**config.mk**
```make
export PLATFORM = sky130hd
export DESIGN_NAME = spi_master_ctrl
export DESIGN_NICKNAME = d
export VERILOG_FILES = /design/src/rtl/spi_master_ctrl.sv
export SDC_FILE = /design/constraint.sdc
export NUM_CORES = 1
export LEC_CHECK = 0
export CORE_MARGIN = 4
export CORE_UTILIZATION = 50
export DETAILED_ROUTE_END_ITERATION = 16
export PLACE_DENSITY = 0.72
export SKIP_LAST_GASP = 1
export SYNTH_ARGS = -nofsm -noshare
export SYNTH_HDL_FRONTEND = slang
export SYNTH_SLANG_ARGS = --single-unit
export TNS_END_PERCENT = 20
```
**constraint.sdc**
```tcl
create_clock -name clk -period 4.6 [get_ports clk]
set_input_delay 0.46 -clock clk [delete_from_list [all_inputs] [get_ports clk]]
set_output_delay 0.46 -clock clk [all_outputs]
set_load 0.05 [all_outputs]
```
**src/rtl/spi_master_ctrl.sv**
```systemverilog
// SPI frame controller: sends a {cmd, wdata} frame MSB first and, for read-data
// frames, waits RD_LAT idle cycles and then captures one byte from MISO.
module spi_master_ctrl #(
    parameter int RD_LAT = 3,
    parameter int GAP    = 1
) (
    input  logic       clk,
    input  logic       rst_n,
    input  logic       start,
    input  logic [1:0] cmd,
    input  logic [7:0] wdata,
    output logic       busy,
    output logic       done,
    output logic [7:0] rdata,
    output logic       rdata_valid,
    output logic       SS_n,
    output logic       MOSI,
    input  logic       MISO,
    output logic [2:0] dbg_state
);

    typedef enum logic [2:0] {
        S_IDLE, S_SEL, S_SHIFT, S_TAIL, S_WAIT_RD, S_CAPTURE, S_END, S_GAP
    } state_t;

    state_t     state, state_nx;
    logic [3:0] cnt, cnt_nx;
    logic [9:0] frame_sr;
    logic [1:0] cmd_q;
    logic [6:0] sreg;
    logic       in_cap;

    assign dbg_state = state;

    // Handshake: start is a level sampled only while IDLE; busy/done/rdata_valid
    // are registered and trail the state register by one cycle, like SS_n/MOSI.
    always_comb begin
        state_nx = state;
        cnt_nx   = cnt;
        case (state)
            S_IDLE: if (start) state_nx = S_SEL;
            S_SEL: begin
                state_nx = S_SHIFT;
                cnt_nx   = 4'd10;
            end
            S_SHIFT: begin
                if (cnt == 4'd0) begin
                    if (cmd_q == 2'b11) begin
                        state_nx = S_WAIT_RD;
                        cnt_nx   = 4'(RD_LAT - 1);
                    end else begin
                        state_nx = S_TAIL;
                    end
                end else begin
                    cnt_nx = cnt - 4'd1;
                end
            end
            S_TAIL: state_nx = S_END;
            S_WAIT_RD: begin
                if (cnt == 4'd0) begin
                    state_nx = S_CAPTURE;
                    cnt_nx   = 4'd7;
                end else begin
                    cnt_nx = cnt - 4'd1;
                end
            end
            S_CAPTURE: begin
                if (cnt == 4'd0) state_nx = S_END;
                else             cnt_nx   = cnt - 4'd1;
            end
            S_END: begin
                if (GAP == 1) begin
                    state_nx = S_IDLE;
                end else begin
                    state_nx = S_GAP;
                    cnt_nx   = 4'(GAP - 2);
                end
            end
            S_GAP: begin
                if (cnt == 4'd0) state_nx = S_IDLE;
                else             cnt_nx   = cnt - 4'd1;
            end
            default: state_nx = S_IDLE;
        endcase
    end

    always_ff @(posedge clk) begin
        if (!rst_n) begin
            state       <= S_IDLE;
            cnt         <= 4'd0;
            frame_sr    <= 10'd0;
            cmd_q       <= 2'b00;
            sreg        <= 7'd0;
            in_cap      <= 1'b0;
            SS_n        <= 1'b1;
            MOSI        <= 1'b0;
            busy        <= 1'b0;
            done        <= 1'b0;
            rdata_valid <= 1'b0;
            rdata       <= 8'h00;
        end else begin
            state <= state_nx;
            cnt   <= cnt_nx;

            // The first SHIFT cycle repeats frame[9] as the direction bit, so hold.
            if (state == S_IDLE && start) begin
                frame_sr <= {cmd, wdata};
                cmd_q    <= cmd;
            end else if (state == S_SHIFT && cnt != 4'd10) begin
                frame_sr <= {frame_sr[8:0], 1'b0};
            end

            SS_n        <= !(state inside {S_SEL, S_SHIFT, S_TAIL, S_WAIT_RD, S_CAPTURE});
            MOSI        <= (state == S_SHIFT) ? frame_sr[9] : 1'b0;
            busy        <= (state != S_IDLE);
            done        <= (state == S_END);
            rdata_valid <= (state == S_END) && (cmd_q == 2'b11);

            // MISO is sampled one edge after each CAPTURE cycle appears on SS_n,
            // so the eighth bit lands directly in rdata on the END edge.
            in_cap <= (state == S_CAPTURE);
            if (in_cap) sreg <= {sreg[5:0], MISO};
            if (state == S_END && cmd_q == 2'b11) rdata <= {sreg, MISO};
        end
    end

endmodule
```
==> summary.md <==
| Metric | Value |
|---|---|
| Yosys reg bits | 40 |
| Worst path top cell family by delay | buffers and inverters |
| Crit path launch type | flip-flop |
| Fill cells | 325 |
| Slew headroom | 54.44% |
| Fin cells | 260 |
| Critical path type | flip-flop to primary output |
| Buffers on Ports | 29 |
| Antenna Nets Post-Route | 0 |
| Minimum clock period | 2510 ps |
| Worst-path cell chain | clkdlybuf4s50_1 |
| # IOs | 30 |
| Clk pin slew, worst setup/hold paths | 110 ps |
| Critical Path RT | 4140 ps |
| P per Cell Area | around 370 mW/mm^2 |
| Placed Instances | 253 |
| Leak | 0.0007210 uW |
| Die width | 66.87 um |
| Die ar. | 0.004472 mm^2 |
| Final worst path period share | 54.57% |
| Setup crit start | dbg_state[0] |
| DR vias | between 1000 and 1500 |
| Most common cell after layout, fill and taps aside | dfxtp_1 |
| EDFF count, synth | 0 |
| Status | finished, final reports clean |
| Cts hold-fix bufs | 0 |
| DRT Wirelength | 3579 um |
| Global-route wire length before repair | 6258 um |
| Total track usage | 18.68% |
| Max-cap violations | 0 |
| Resize count post-CTS | 0 |
| Die H | roughly 67 um |
| Yosys top cell by area | dfxtp_1 |
| Initial core utilization | 51.93% |
| Post-DP Area | 0.002023 mm^2 |
| Ranking of synthesized cells by area | dfxtp_1, mux2i_1, nand2_1 |
| DR pass1 iterations | 4 |
| Worst hold start | cmd_q[0] |
| Peak per-stage delay on the critical path | 930 ps |
| Launching point of the worst reg2reg path | dbg_state[1] |
| Slowest stage cell on the critical path | clkdlybuf4s50_1 |
| WHS Path Cells | 2 |
| Critical Path Fanout Max | 20 |
| Final setup violation count | 0 |
| Initial DRC count | 82 |
| Row count | 21 |
| Drt drc | 0 |
| Vias/cell | 5.419 |
| Hold path endpoint | cmd_q[0] |
| Hpwl dp | about 2500 um |
| CP Capture Type | primary output |
| Max Freq | 398.4 MHz |
| Total Power | 774.5 uW |
| Initial antenna violation count | 0 |
| Share of cells above drive strength 1 | 6.542% |
| Clock sink total | 40 |
| R2R depth | 5 |
| Final Wtd Congestion | 0.7305 |
| VDD IR-drop max | roughly 0.00018 V |
| Buf+Inv Stages, Crit Path | 1 |
| Critical Path AT | a little over 2000 ps |
| Cells after synthesis | 190 |
| Setup Skew | 6.776 ps |
| Share of the synthesized area in the top cell type | between 40% and 50% |
| Reg2reg setup slack | 2540 ps |
| TritonCTS clock tree | yes |
| Design Area, Final | about 0.0021 mm^2 |
| Slew Limit Fails | 0 |
| Area grow syn2layout | 19.64% |
| Post-synth ARST share | 0% |
| CTS buffer count | 5 |
| # H-tree levels | 2 |
| Inserted Diodes | 0 |
| Core area | 0.003337 mm^2 |
| Clk_lat worst skew | 340 ps |
| Mean Syn Cell Area | 9.121 um^2 |
| Worst r2r dst | frame_sr[9] |
| Warnings from Yosys | 0 |
| Sequential share of the synthesized area | 46.21% |
| Vias in the first global route | roughly 1400 |
| Yosys cell types | 41 |
| Max Root-Sink Buffers | 2 |
| Hold Path Class | flip-flop to flip-flop |
| Synth Net Count | between 200 and 250 |
| Final net count | 230 |
| Post CTS Setup Buffer Count | 0 |
| Mapped cell area | roughly 0.0017 mm^2 |
| RSZ-0062 raised after global routing | no |
| Root buffer cell | clkbuf_4 |
| Setup TNS | 0 ps |
| Gr ovfl total | 0 |
| Worst-margin pin slew | 682.5 ps |
| Routed len/inst | 13.77 um |
| Most frequent cells in the layout | dfxtp_1, clkdlybuf4s50_1, nand2_1, a21oi_1, mux2i_1 |
| Synth Flop Type | dfxtp_1 |
| Largest net degree at the start of global routing | 26 |
| Final hold viol count | 0 |
==> sequential cells by signal, summed over array words and instances (netlist names) <==
| register | flops |
|---|---|
| rdata_valid | 1 |
| MOSI | 1 |
| in_cap | 1 |
| frame_sr | 10 |
| cnt | 4 |
| sreg | 7 |
| busy | 1 |
| dbg_state | 3 |
| done | 1 |
| cmd_q | 2 |
| rdata | 8 |
| SS_n | 1 |
==> kinds of logic after synthesis <==
| kind of cell | count (synthesis) | synth area share, % |
|---|---|---|
| simple gates | 67 | 19.49 |
| compound gates | 44 | 16.68 |
| flops | 40 | 46.21 |
| mux | 18 | 10.54 |
| buf+inv | 17 | 4.621 |
| xor+xnor | 2 | 1.011 |
| fa+ha+maj | 2 | 1.444 |
==> through the flow <==
stage | setup WS, ps | utilization [%] | hold WS (ps)
2_1_floorplan | 2708 | - | 436.0
4_1_cts | 2082 | 62.13 | 465.5
6_report | 2090 | 62.13 | 465.2
5_1_grt | 1979 | 62.13 | 484.9
3_3_place_gp | 2539 | 60.63 | 441.5
3_5_place_dp | 2483 | 60.63 | 447.8
==> tightest hold or removal path: cells and delay by family (launching register included) <==
family           cells  cell delay, ps
flip-flops           1             330
AND/OR/NAND/NOR      1              50
AO/OA/AOI/OAI        1              50
==> report_power, final <==
group	internal, uW	switching [uW]	leakage, uW
clock	55.8	113	0.0000271
combinational	84.3	119	0.000369
sequential	372	30.8	0.000325
total	512	263	0.000721
==> routing by layer <==
metal / up-vias / global-route usage [%] / part of all wire (%)
met5: - / 0 / 0
met1: 668 / 23.88 / 46
met2: 26 / 29.08 / 49
met4: 0 / 7.595 / 0.64
met3: 2 / 5.734 / 3.7
li1: 713 / - / -
==> worst max-delay path by stage <==
stage	endpoint	slack, ps	depth (start not counted)
floorplan	frame_sr[9]	2710	6
finish	dbg_state[0]	2090	1
CTS	dbg_state[0]	2080	1
global placement	dbg_state[0]	2540	1
global route	dbg_state[0]	1980	1
detailed placement	dbg_state[0]	2480	1
==> synth_stat cells (4+ instances only) <==
cell and n:
a21oi_1 17, a22oi_1 6, buf_2 4, clkbuf_1 6, dfxtp_1 40, mux2i_1 16
nand2_1 25, nor2_1 15, nor2b_1 6, nor3_1 4, o21ai_0 4
==> cell type report <==
type	instances	area (um^2)	area share [%]
Multi-Input combinational cell	133	852.1	41.10
Sequential cell	40	800.8	38.62
Timing Repair Buffer	30	297.8	14.36
Tap cell	46	57.56	2.776
Clock buffer	5	37.54	1.810
Inverter	4	15.01	0.7242
Clock inverter	2	12.51	0.6035
No activity file was read; power rests on OpenSTA's default activity.
